## config.mk

```make
export PLATFORM = sky130hd
export DESIGN_NAME = zoom_addr_pipe
export DESIGN_NICKNAME = d
export VERILOG_FILES = /design/src/rtl/zoom_pkg.sv /design/src/rtl/zoom_scale.sv /design/src/rtl/zoom_addr_pipe.sv
export SDC_FILE = /design/constraint.sdc
export NUM_CORES = 1
export LEC_CHECK = 0
export CAP_MARGIN = 20
export CORE_MARGIN = 2
export CORE_UTILIZATION = 50
export DETAILED_ROUTE_END_ITERATION = 6
export PLACE_DENSITY_LB_ADDON = 0.05
export SETUP_SLACK_MARGIN = 0.02
export SLEW_MARGIN = 25
export SYNTH_ARGS = -nofsm -noshare
export SYNTH_HDL_FRONTEND = slang
export SYNTH_SLANG_ARGS = --single-unit
```

## constraint.sdc

```tcl
create_clock -name clk_in -period 5.4 [get_ports clk_in]
set_clock_uncertainty 0.2 [all_clocks]
set_input_delay 1.08 -clock clk_in [delete_from_list [all_inputs] [get_ports clk_in]]
set_output_delay 1.08 -clock clk_in [all_outputs]
set_load 0.03 [all_outputs]
```

## src/rtl/zoom_pkg.sv

```systemverilog
// Shared definitions for the zoom/address pipeline: zoom mode encodings
// and default geometry (320x240 source image, 10-bit coordinates).
package zoom_pkg;

    localparam int DEF_IMG_W = 320;
    localparam int DEF_IMG_H = 240;
    localparam int DEF_CW    = 10;
    localparam int DEF_AW    = 17;

    localparam logic [2:0] ZM_NORMAL = 3'b000;
    localparam logic [2:0] ZM_IN2    = 3'b001;
    localparam logic [2:0] ZM_IN4    = 3'b010;
    localparam logic [2:0] ZM_OUT2   = 3'b011;
    localparam logic [2:0] ZM_OUT4   = 3'b100;

endpackage

```

## src/rtl/zoom_scale.sv

```systemverilog
// Combinational scale + pan for one axis. The result is three bits wider
// than the coordinate so that a 4x zoom-out plus a full pan cannot wrap.
module zoom_scale
    import zoom_pkg::*;
#(
    parameter int CW = DEF_CW
) (
    input  logic [CW-1:0] v,
    input  logic [2:0]    mode,
    input  logic [CW-1:0] pan,
    output logic [CW+2:0] s
);

    logic [CW+2:0] v_ext;
    logic [CW+2:0] scaled;

    assign v_ext = {3'b000, v};

    // Select the scaling for the mode; reserved codes behave as normal.
    always_comb begin
        scaled = v_ext;
        case (mode)
            ZM_IN2:  scaled = v_ext >> 1;
            ZM_IN4:  scaled = v_ext >> 2;
            ZM_OUT2: scaled = v_ext << 1;
            ZM_OUT4: scaled = v_ext << 2;
            default: scaled = v_ext;
        endcase
        s = scaled + {3'b000, pan};
    end

endmodule

```

## src/rtl/zoom_addr_pipe.sv

```systemverilog
// Three-stage zoom/address pipeline between the VGA timing generator and
// the frame-buffer read port.
//   S1: scale + pan, S2: range check (+ optional mirror) and row multiply,
//   S3: column add, out-of-range zeroing, output registers.
// Optional horizontal mirroring is enabled with ZOOM_ADDR_MIRROR_EN.
//
// Handshake: in_valid qualifies next_x/next_y for one cycle; there is no
// ready (the pipe always accepts). out_valid is in_valid delayed by three
// cycles and qualifies img_x/img_y/address/in_range; when it is low those
// outputs hold their previous values.
module zoom_addr_pipe
    import zoom_pkg::*;
#(
    parameter int IMG_W = DEF_IMG_W,
    parameter int IMG_H = DEF_IMG_H,
    parameter int CW    = DEF_CW,
    parameter int AW    = DEF_AW,
    parameter int CNTW  = 17
) (
    input  logic            clk_in,
    input  logic            rst_n,
    input  logic            frame_start,
    input  logic            in_valid,
    input  logic [CW-1:0]   next_x,
    input  logic [CW-1:0]   next_y,
    input  logic [2:0]      zoom_sel,
    input  logic [CW-1:0]   pan_x,
    input  logic [CW-1:0]   pan_y,
`ifdef ZOOM_ADDR_MIRROR_EN
    input  logic            mirror_x,
`endif
    output logic            out_valid,
    output logic [CW-1:0]   img_x,
    output logic [CW-1:0]   img_y,
    output logic [AW-1:0]   address,
    output logic            in_range,
    output logic [CNTW-1:0] oor_count
);

    localparam logic [CW+2:0] IMG_W_X  = (CW+3)'(IMG_W);
    localparam logic [CW+2:0] IMG_H_X  = (CW+3)'(IMG_H);
    localparam logic [CW+2:0] IMG_W_M1 = (CW+3)'(IMG_W - 1);
    localparam logic [AW-1:0] IMG_W_A  = AW'(IMG_W);

    // ---------------- shadow settings ----------------
    logic [2:0]    sh_zoom;
    logic [CW-1:0] sh_pan_x;
    logic [CW-1:0] sh_pan_y;
    logic [2:0]    eff_zoom;
    logic [CW-1:0] eff_pan_x;
    logic [CW-1:0] eff_pan_y;
    logic          eff_mirror;

`ifdef ZOOM_ADDR_MIRROR_EN
    logic sh_mirror;
`endif

    // Capture requested settings only at frame boundaries.
    always_ff @(posedge clk_in or negedge rst_n) begin
        if (!rst_n) begin
            sh_zoom   <= ZM_NORMAL;
            sh_pan_x  <= '0;
            sh_pan_y  <= '0;
`ifdef ZOOM_ADDR_MIRROR_EN
            sh_mirror <= 1'b0;
`endif
        end else if (frame_start) begin
            sh_zoom   <= zoom_sel;
            sh_pan_x  <= pan_x;
            sh_pan_y  <= pan_y;
`ifdef ZOOM_ADDR_MIRROR_EN
            sh_mirror <= mirror_x;
`endif
        end
    end

    // A pixel arriving with frame_start already sees the new settings.
    assign eff_zoom  = frame_start ? zoom_sel : sh_zoom;
    assign eff_pan_x = frame_start ? pan_x    : sh_pan_x;
    assign eff_pan_y = frame_start ? pan_y    : sh_pan_y;
`ifdef ZOOM_ADDR_MIRROR_EN
    assign eff_mirror = frame_start ? mirror_x : sh_mirror;
`else
    assign eff_mirror = 1'b0;
`endif

    // ---------------- S1: scale and pan ----------------
    logic [CW+2:0] sx_c;
    logic [CW+2:0] sy_c;

    zoom_scale #(.CW(CW)) u_scale_x (
        .v    (next_x),
        .mode (eff_zoom),
        .pan  (eff_pan_x),
        .s    (sx_c)
    );

    zoom_scale #(.CW(CW)) u_scale_y (
        .v    (next_y),
        .mode (eff_zoom),
        .pan  (eff_pan_y),
        .s    (sy_c)
    );

    logic          s1_valid;
    logic [CW+2:0] s1_sx;
    logic [CW+2:0] s1_sy;
    logic          s1_mirror;

    // Register the unwrapped source coordinates.
    always_ff @(posedge clk_in or negedge rst_n) begin
        if (!rst_n) begin
            s1_valid  <= 1'b0;
            s1_sx     <= '0;
            s1_sy     <= '0;
            s1_mirror <= 1'b0;
        end else begin
            s1_valid <= in_valid;
            if (in_valid) begin
                s1_sx     <= sx_c;
                s1_sy     <= sy_c;
                s1_mirror <= eff_mirror;
            end
        end
    end

    // ---------------- S2: range check, mirror, row multiply ----------------
    logic          s2_inr_c;
    logic [CW+2:0] s2_sx_c;
    logic [AW-1:0] s2_row_c;

    assign s2_inr_c = (s1_sx < IMG_W_X) && (s1_sy < IMG_H_X);
    // Mirroring only applies to in-range pixels, so it never underflows.
    assign s2_sx_c  = (s1_mirror && s2_inr_c) ? (IMG_W_M1 - s1_sx) : s1_sx;
    assign s2_row_c = {{(AW-CW){1'b0}}, s1_sy[CW-1:0]} * IMG_W_A;

    logic          s2_valid;
    logic          s2_inr;
    logic [CW-1:0] s2_x;
    logic [CW-1:0] s2_y;
    logic [AW-1:0] s2_row;

    // Register truncated coordinates, row base and range flag.
    always_ff @(posedge clk_in or negedge rst_n) begin
        if (!rst_n) begin
            s2_valid <= 1'b0;
            s2_inr   <= 1'b0;
            s2_x     <= '0;
            s2_y     <= '0;
            s2_row   <= '0;
        end else begin
            s2_valid <= s1_valid;
            if (s1_valid) begin
                s2_inr <= s2_inr_c;
                s2_x   <= s2_sx_c[CW-1:0];
                s2_y   <= s1_sy[CW-1:0];
                s2_row <= s2_row_c;
            end
        end
    end

    // ---------------- S3: address add, zeroing, outputs ----------------
    // Output registers update only for valid pixels, otherwise they hold.
    always_ff @(posedge clk_in or negedge rst_n) begin
        if (!rst_n) begin
            out_valid <= 1'b0;
            img_x     <= '0;
            img_y     <= '0;
            address   <= '0;
            in_range  <= 1'b0;
        end else begin
            out_valid <= s2_valid;
            if (s2_valid) begin
                if (s2_inr) begin
                    img_x    <= s2_x;
                    img_y    <= s2_y;
                    address  <= s2_row + {{(AW-CW){1'b0}}, s2_x};
                    in_range <= 1'b1;
                end else begin
                    img_x    <= '0;
                    img_y    <= '0;
                    address  <= '0;
                    in_range <= 1'b0;
                end
            end
        end
    end

    // ---------------- out-of-range counter ----------------
    logic [CNTW-1:0] run_cnt;
    logic [CNTW-1:0] run_cnt_next;
    logic            oor_inc;

    assign oor_inc      = s2_valid && !s2_inr;
    assign run_cnt_next = (oor_inc && (run_cnt != {CNTW{1'b1}})) ?
                          run_cnt + CNTW'(1) : run_cnt;

    // Count out-of-range results; publish and clear at each frame start.
    always_ff @(posedge clk_in or negedge rst_n) begin
        if (!rst_n) begin
            run_cnt   <= '0;
            oor_count <= '0;
        end else if (frame_start) begin
            oor_count <= run_cnt_next;
            run_cnt   <= '0;
        end else begin
            run_cnt <= run_cnt_next;
        end
    end

endmodule

```

==> flow_summary.json, run 1 <==
{
  "status": "complete, no violations",
  "mostFrequentLayoutCells": "147 x dfrtp_1, 100 x clkdlybuf4s50_1, 76 x nand2_1, 61 x nor2_1, 54 x mux2_2",
  "cts_root_buf": "clkbuf_16",
  "whs_path_depth": 2,
  "hold_path_class": "register to register",
  "worst_path_max_delay_cell": "xnor2_1",
  "dieArea_um2": 17230,
  "fmax_ghz": 0.2114,
  "synth_warnings": 0,
  "first_pass_iters": 5,
  "layout_commonest_cell": "dfrtp_1",
  "relSlewSlack": 0.3141,
  "num-fill-cells": 1336,
  "h-tree-depth": 4,
  "power.clock.fraction": 0.283,
  "antenna_left": 0,
  "antenna_found_initial": 0,
  "syn_area_um2": 8098,
  "comb_power_share": 0.348,
  "rsz0062_at_grt": "false",
  "viasPerCell": 5.592,
  "cts_buffers": 17,
  "grt_pass1_vias": 6293,
  "setup_viol": 0,
  "setup_tns_ns": 0,
  "fp.dieW_um": 131.3,
  "multiInputGateArea_um2": 4000,
  "synth_flop_cell": "dfrtp_1",
  "area_delta_synth_final_pct": 21.55,
  "io_buffers": 102,
  "critical_path_class": "primary input to register",
  "clock_path_buffers": 2,
  "end_kind": "register",
  "drt_iter0_drc": 333,
  "die_y_um": 131.3,
  "pre_cts_slack_ns": 0.3474,
  "cts_resized": 0,
  "maxCapViolCount": 0,
  "fin_crit_sh": 0.8760,
  "postCtsHoldBufs": 0,
  "synth_area_per_cell_um2": 9.912,
  "grt_usage": 0.2268,
  "seq_area_um2": 3705,
  "slew_violations": 0,
  "period_needed_ns": 4.731,
  "grt_pass1_wl_um": 31590,
  "intPower_mw": 2.645,
  "arrival_ns": 4.87,
  "synth_edf_count": 0,
  "drc": 0,
  "p_leak_nw": 4.207,
  "p_per_area_nw_per_um2": 415.8,
  "r2r_slack_ns": 1.50,
  "cpPeakStageDelay_ns": 0.81,
  "hold_viol_final": 0,
  "crit_chain": "clkdlybuf4s50_1 -> mux2i_4 -> inv_2 -> nor2_1 -> xnor2_1 -> o22ai_1 -> a21oi_1 -> ha_1 -> nor2b_1 -> o31ai_1 -> a211oi_1 -> or3_1 -> a31oi_1",
  "drive_above_1_share": 0.1210,
  "power.total_mw": 4.093,
  "start_util": 0.5098,
  "core_um2": 15890,
  "design.portCount": 103,
  "cp_data_required_time_ns": 5.54,
  "drt-total-wl_um": 18990,
  "cts.sinks": 148,
  "reg2reg_depth": 12,
  "worst_pin_slew_ns": 1.021,
  "clk_latency_ns": 0.43,
  "synth_cell_types": 64,
  "wl_per_cell_um": 16.76,
  "p_switching_mw": 1.448,
  "post_cts_buffers": 0,
  "ys_ff_latch": 148,
  "worstPathMaxFanout": 12,
  "clkTransAtPathRegs_ns": 0.06,
  "diodes": 0,
  "fp-row-count": 46,
  "synthesis.nets": 911,
  "synth_seq_area_share": 0.4574,
  "dp_hpwl_um": 13920,
  "cts_tree": "yes",
  "cp-start-kind": "primary input",
  "setup_ws_ns": 0.6694,
  "fin_nets": 998,
  "overflow": 0,
  "vias": 6336,
  "grt_max_degree": 65,
  "place_congestion": 0.8850,
  "synthArstFlopShare": 1.000,
  "pwr-share-seq": 0.369,
  "swShare": 0.3538,
  "ir_worst_vdd_v": 0.0002525,
  "synthCells": 817
}
==> cell usage after synthesis, types with 12 or more instances <==
cell | instances | share of area
xnor2_1 | 29 | 0.031
nand2_1 | 76 | 0.035
inv_1 | 48 | 0.022
o22ai_1 | 30 | 0.023
a21oi_1 | 46 | 0.028
o21ai_0 | 47 | 0.029
a21o_1 | 12 | 0.011
nor2_1 | 61 | 0.028
nand3_1 | 32 | 0.020
ha_1 | 43 | 0.066
mux2_2 | 54 | 0.075
clkbuf_1 | 28 | 0.013
dfrtp_1 | 148 | 0.46
==> power groups by stage <==
stage | combinational [mW] | sequential [mW] | clock (mW)
5_1_grt | 1.59 | 1.55 | 1.24
3_5_place_dp | 1.41 | 1.53 | 0
2_1_floorplan | 1.02 | 1.51 | 0
6_report | 1.42 | 1.51 | 1.16
3_3_place_gp | 1.39 | 1.52 | 0
4_1_cts | 1.43 | 1.51 | 1.19
==> sequential cells by signal, summed over array words and instances, names as in the netlist, 11 cells and up <==
name	flops
address	11
oor_count	17
run_cnt	17
s1_sx	13
s1_sy	13
==> critical path, delay by kind of cell <==
family / cells / cell delay [ns]
buf+inv: 2 / 0.74
mux: 1 / 0.10
compound gates: 5 / 1.15
simple gates: 3 / 0.68
fa+ha+maj: 1 / 0.30
xor+xnor: 1 / 0.81
==> logic make-up (layout without fill, tap and decap cells) <==
group,after synthesis,after routing,synth area share
AND/OR/NAND/NOR,225,225,0.1292
AO/OA/AOI/OAI,200,200,0.1581
flip-flops,148,148,0.4574
buffers and inverters,96,196,0.04867
multiplexers,63,63,0.08931
adder cells (fa/ha/maj),47,47,0.07633
XOR/XNOR,38,38,0.04110
==> layer usage <==
layer | GRT usage | share of wire | up-vias | routed length, um
li1 | - | - | 3079 | -
met1 | 0.2909 | 0.44 | 3101 | 8450
met2 | 0.3889 | 0.50 | 127 | 9559
met3 | 0.04514 | 0.034 | 29 | 649
met4 | 0.06944 | 0.017 | 0 | 332
met5 | 0 | 0 | - | 0
==> area by class of cell <==
type	count	area share
clock buffer	18	0.04360
inverter	51	0.01945
tap	216	0.02746
timing repair buffer	113	0.1117
multi-input combinational	573	0.4064
clock inverter	14	0.01500
sequential	148	0.3764
==> through the flow <==
step / instance area (um^2) / std cells / utilization / hold slack (ns)
final: 9843 / 1133 / 0.6196 / 0.3011
after global routing: 9843 / 1133 / 0.6196 / 0.3262
after CTS: 9842 / 1133 / 0.6196 / 0.3012
after detailed placement: 9265 / 1101 / 0.5833 / 0.2853
after global placement: 9265 / 1101 / 0.5833 / 0.2577
after floorplan: 8098 / 817 / - / 0.1487
==> final timing paths <==
check	start	end
worst min register to register	address[15]$_DFFE_PN0P_	address[15]$_DFFE_PN0P_
worst max register to register	sh_zoom[0]$_DFF_PN0_	s1_sy[10]$_DFFE_PN0P_
worst min-delay path	address[15]$_DFFE_PN0P_	address[15]$_DFFE_PN0P_
max in group asynchronous	rst_n	s1_sx[9]$_DFFE_PN0P_
min in group asynchronous	rst_n	run_cnt[10]$_DFF_PN0_
worst max-delay path	zoom_sel[0]	s1_sy[10]$_DFFE_PN0P_
Note: power is estimated with default switching activity, not from simulation.
==> run 2: changes to the inputs <==
Clock period 5.4 ns to 4 ns, I/O delays scaled along.
==> run 2 against run 1 <==
  * Final cell count up 6.2%
  * Via count up 3.7%
  * First-iteration DRC count up 13%
  * Core utilization up 3.8 points
  * Clock power up 40%
  * Routed wire length up 6.4%
  * Register-to-register slack worse by 0.83 ns
  * Critical path type unchanged
  * Highest routed layer unchanged
==> flow_summary.json, run 2 (synthesis gave the netlist of run 1 again) <==
{
  "worst_pin_slew_ns": 0.7112,
  "postCtsHoldBufs": 0,
  "grt_usage": 0.2430,
  "slew_violations": 0,
  "clkTransAtPathRegs_ns": 0.06,
  "drt_iter0_drc": 377,
  "grt_max_degree": 77,
  "reg_top3": "oor_count: 17 flops, run_cnt: 17 flops",
  "layout_commonest_cell": "dfrtp_1",
  "grt_pass1_vias": 6834,
  "critical_path_class": "primary input to register",
  "hold_path_class": "primary input to asynchronous set/reset pin",
  "arrival_ns": 3.89,
  "grt_pass1_wl_um": 33840,
  "mostFrequentLayoutCells": "147 x dfrtp_1, 100 x clkdlybuf4s50_1, 80 x buf_4, 76 x nand2_1, 60 x nor2_1",
  "fin_nets": 1069,
  "vias": 6572,
  "drc": 0,
  "dp_hpwl_um": 14800,
  "cp_data_required_time_ns": 4.09,
  "setup_viol": 0,
  "fp.dieW_um": 131.3,
  "wl_per_cell_um": 16.79,
  "drive_above_1_share": 0.1884,
  "drt-total-wl_um": 20200,
  "fp-row-count": 46,
  "area_delta_synth_final_pct": 28.99,
  "fin_crit_sh": 0.9501,
  "dieArea_um2": 17230,
  "viasPerCell": 5.463,
  "period_needed_ns": 3.800,
  "h-tree-depth": 4,
  "core_um2": 15890,
  "relSlewSlack": 0.5253,
  "cts_tree": "yes",
  "clock_path_buffers": 2,
  "worstPathMaxFanout": 5,
  "start_util": 0.5098,
  "end_kind": "register",
  "place_congestion": 0.9155,
  "maxCapViolCount": 0,
  "cp-start-kind": "primary input",
  "p_leak_nw": 4.589,
  "overflow": 0,
  "p_per_area_nw_per_um2": 557.3,
  "first_pass_iters": 5,
  "die_y_um": 131.3,
  "cts_root_buf": "clkbuf_16",
  "clk_latency_ns": 0.42,
  "antenna_left": 0,
  "design.portCount": 103,
  "status": "complete, no violations",
  "io_buffers": 102,
  "power.total_mw": 5.821,
  "ir_worst_vdd_v": 0.0003575,
  "antenna_found_initial": 0,
  "fmax_ghz": 0.2631,
  "whs_ns": 0.1750,
  "cts.sinks": 148,
  "diodes": 0,
  "hold_viol_final": 0,
  "cts_buffers": 17
}
## run 2: changes by cell type in the layout (fill, tap and decap cells not counted), sizes merged
| cell | before | now |
|---|---|---|
| buf | 13 | 84 |
| bufinv | 1 | 3 |
| inv | 57 | 54 |
| clkinvlp | 4 | 1 |
| clkbuf | 18 | 19 |
| clkinv | 3 | 5 |
## run 2: metrics by stage
stage                     worst slack [ns]  cells  cell area [um^2]    util  setup TNS (ns)
final                               0.1996   1203             10450  0.6575               0
after global routing             -0.006223   1203             10450  0.6575       -0.006223
after CTS                          0.05135   1203             10420  0.6559               0
after detailed placement           -0.3602   1172              9823  0.6184          -1.936
after global placement             -0.2224   1172              9823  0.6184          -1.376
after floorplan                     0.1076    817              8098       -               0
## run 2: worst paths after layout
kind	startpoint	end	slack [ns]	cells after the start
max	zoom_sel[1]	s1_sx[11]$_DFFE_PN0P_	0.20	15
min reg2reg	s1_sy[12]$_DFFE_PN0P_	s1_sy[12]$_DFFE_PN0P_	0.28	2
max reg2reg	sh_zoom[1]$_DFF_PN0_	s1_sx[11]$_DFFE_PN0P_	0.67	14
min in group clk_in	s1_sy[12]$_DFFE_PN0P_	s1_sy[12]$_DFFE_PN0P_	0.28	2
max in group asynchronous	rst_n	sh_pan_x[5]$_DFF_PN0_	2.54	2
min	rst_n	run_cnt[10]$_DFF_PN0_	0.18	1
## run 2: where the power goes
group | switching (mW) | leakage, nW | internal [mW]
sequential | 0.253 | 1.87 | 1.79
combinational | 1.09 | 2.43 | 1.07
clock | 0.624 | 0.294 | 0.995
total | 1.97 | 4.59 | 3.85
## run 2: timing repair
action,CTS,global route
gates resized for setup,0,7
endpoints found under the setup margin,0,6
buffers inserted,0,0
## run 2: final cells by class
class,instances,area (um^2)
clock inverters,12,152.6
flip-flops and latches,148,3705
repair buffers,184,1658
multi-input cells,573,4025
fillers,1299,5440
inverters,51,191.4
clock buffers,19,442.9
well taps,216,270.3
## run 2: per-layer routing
metal  track usage  part of all wire  up-vias
li1              -                 -     3222
met1        0.3081              0.45     3216
met2        0.4298              0.51      116
met3       0.04514             0.026       18
met4       0.06159             0.011        0
met5             0                 0        -
## run 2: critical path, stage by stage
cell and delay (ns):
clkdlybuf4s50_1 0.46, mux2i_2 0.23, inv_2 0.06, nor2_2 0.17, buf_4 0.15, nand2_1 0.12
buf_4 0.18, o22ai_1 0.14, a21oi_1 0.08, ha_1 0.31, a21oi_1 0.24, o21ai_0 0.17
a41o_1 0.32, a2111oi_2 0.36, a221oi_1 0.09
==> run 3: changes to the inputs <==
Settings changed: CORE_UTILIZATION 50 to 30, SLEW_MARGIN 25 to 10.
==> run 3 against run 2 <==
  * Non-clock buffer count rose by 5
  * Critical path depth rose by 2
  * Final cell count rose by 11%
  * First-iteration DRC count fell by 19%
  * Worst hold slack improved by 0.0029 ns
  * Die area rose by 64%
  * Clock power rose by 4%
  * Setup slack improved by 0.036 ns
  * Sequential power barely moved
  * Global-route usage fell by 8.1 points
  * Largest power group unchanged
==> flow_summary.json, run 3 (synthesis gave the netlist of run 1 again) <==
{
  "reg_top3": "oor_count: 17 flops, run_cnt: 17 flops",
  "grt_max_degree": 70,
  "worstPathMaxFanout": 12,
  "grt_pass1_vias": 6930,
  "viasPerCell": 4.924,
  "slew_violations": 0,
  "cts_buffers": 17,
  "mostFrequentLayoutCells": "147 x dfrtp_1, 99 x clkdlybuf4s50_1, 85 x buf_4, 75 x nand2_1, 60 x nor2_1",
  "cp-start-kind": "primary input",
  "core_um2": 26730,
  "r2r_slack_ns": 0.51,
  "ir_worst_vdd_v": 0.0002325,
  "antenna_left": 0,
  "area_delta_synth_final_pct": 32.00,
  "vias": 6568,
  "wl_met1_um": 9861,
  "fp.dieW_um": 168.3,
  "num-fill-cells": 2681,
  "wl_per_cell_um": 16.45,
  "relSlewSlack": 0.5112,
  "dieArea_um2": 28320,
  "reg2reg_depth": 17,
  "multiInputGateArea_um2": 4061,
  "clk_latency_ns": 0.43,
  "dp_hpwl_um": 16450,
  "cts.sinks": 148,
  "diodes": 0,
  "drc": 0,
  "worst_pin_slew_ns": 0.7324,
  "design.portCount": 103,
  "cts_tree": "yes",
  "place_congestion": 0.8756,
  "end_kind": "register",
  "overflow": 0,
  "antenna_found_initial": 0,
  "timing.critical_path.from": "zoom_sel[0]",
  "hold_viol_final": 0,
  "rsz0062_at_grt": "false",
  "start_util": 0.3030,
  "drt_iter0_drc": 306,
  "drt-total-wl_um": 21940,
  "io_buffers": 102,
  "postCtsHoldBufs": 0,
  "r2r_end": "s1_sy[11]$_DFFE_PN0P_",
  "highest_layer": "met4",
  "fmax_ghz": 0.2656,
  "arrival_ns": 3.91,
  "instances_no_fill": 1334,
  "period_needed_ns": 3.765,
  "rr_startpoint": "sh_zoom[1]$_DFF_PN0_",
  "layout_commonest_cell": "dfrtp_1",
  "grt_pass1_wl_um": 36520,
  "hold_path_class": "primary input to asynchronous set/reset pin",
  "grt_usage": 0.1621,
  "setup_tns_ns": 0,
  "first_pass_iters": 6,
  "fp-row-count": 60,
  "setup_viol": 0,
  "clkTransAtPathRegs_ns": 0.07,
  "clock_path_buffers": 2,
  "worstSetupEndpoint": "s1_sy[11]$_DFFE_PN0P_",
  "p_leak_nw": 4.631,
  "cp_data_required_time_ns": 4.14,
  "drive_above_1_share": 0.2024,
  "die_y_um": 168.3,
  "seq_area_um2": 3705,
  "critical_path_class": "primary input to register",
  "maxCapViolCount": 0,
  "fin_crit_sh": 0.9412,
  "wl_met3_um": 781,
  "status": "complete, no violations",
  "p_per_area_nw_per_um2": 549.8,
  "h-tree-depth": 4,
  "dp.cells": 1298,
  "cts_root_buf": "clkbuf_16",
  "fin_nets": 1074,
  "met2_length_um": 11040
}
[run 3: report_power, final]
group          internal, mW  switching (mW)
clock                 0.977           0.709
sequential             1.79           0.243
combinational          1.06            1.10
total                  3.83            2.05
[run 3: metrics by stage]
| step | total power [mW] | utilization | hold WS [ns] | area (um^2) | worst slack, ns |
|---|---|---|---|---|---|
| 6_report | 5.877 | 0.4000 | 0.1779 | 10690 | 0.2352 |
| 5_1_grt | 6.340 | 0.4000 | 0.2252 | 10690 | 0.1061 |
| 3_5_place_dp | 4.213 | 0.3733 | 0.2721 | 9976 | -0.4545 |
| 2_1_floorplan | 3.409 | - | 0.1487 | 8098 | 0.1076 |
| 4_1_cts | 5.951 | 0.3963 | 0.2060 | 10590 | 0.06710 |
| 3_3_place_gp | 4.185 | 0.3733 | 0.2571 | 9976 | -0.4638 |
[run 3: how the worst min path moves through the flow]
stage / startpoint / to / slack, ns / cells after the start
6_report: rst_n / oor_count[10]$_DFFE_PN0P_ / 0.18 / 1
5_1_grt: rst_n / oor_count[10]$_DFFE_PN0P_ / 0.23 / 1
4_1_cts: rst_n / oor_count[10]$_DFFE_PN0P_ / 0.21 / 1
3_5_place_dp: s1_sy[12]$_DFFE_PN0P_ / s1_sy[12]$_DFFE_PN0P_ / 0.27 / 2
3_3_place_gp: s1_sy[12]$_DFFE_PN0P_ / s1_sy[12]$_DFFE_PN0P_ / 0.26 / 2
2_1_floorplan: s2_valid$_DFF_PN0_ / out_valid$_DFF_PN0_ / 0.15 / 0
[run 3: area by class of cell]
cell class | instances | area share
multi-input combinational | 573 | 0.3800
clock inverter | 13 | 0.01522
inverter | 51 | 0.01791
timing repair buffer | 189 | 0.1580
clock buffer | 19 | 0.04237
sequential | 148 | 0.3466
tap | 341 | 0.03992
[run 3: critical path, stage by stage]
cell	delay (ns)
clkdlybuf4s50_1	0.48
mux2i_4	0.19
inv_2	0.07
nor2_1	0.10
buf_4	0.14
xnor2_1	0.06
buf_4	0.17
o22ai_1	0.16
a21oi_1	0.07
buf_4	0.14
ha_1	0.29
buf_4	0.13
nand3_1	0.08
o211ai_1	0.25
nor3_2	0.10
or4b_1	0.51
a31oi_1	0.17
[run 3: metal layers]
metal / vias to the layer above / global-route usage
met5: - / 0
met4: 0 / 0.04573
met3: 20 / 0.03032
met2: 128 / 0.2829
met1: 3192 / 0.2049
li1: 3228 / -
[run 3: repair_timing]
action                     CTS  global route
gates cloned                 0             1
resized for setup            1            20
buffers inserted             0             3
setup endpoints to repair    2            15
pin swaps                    0             1
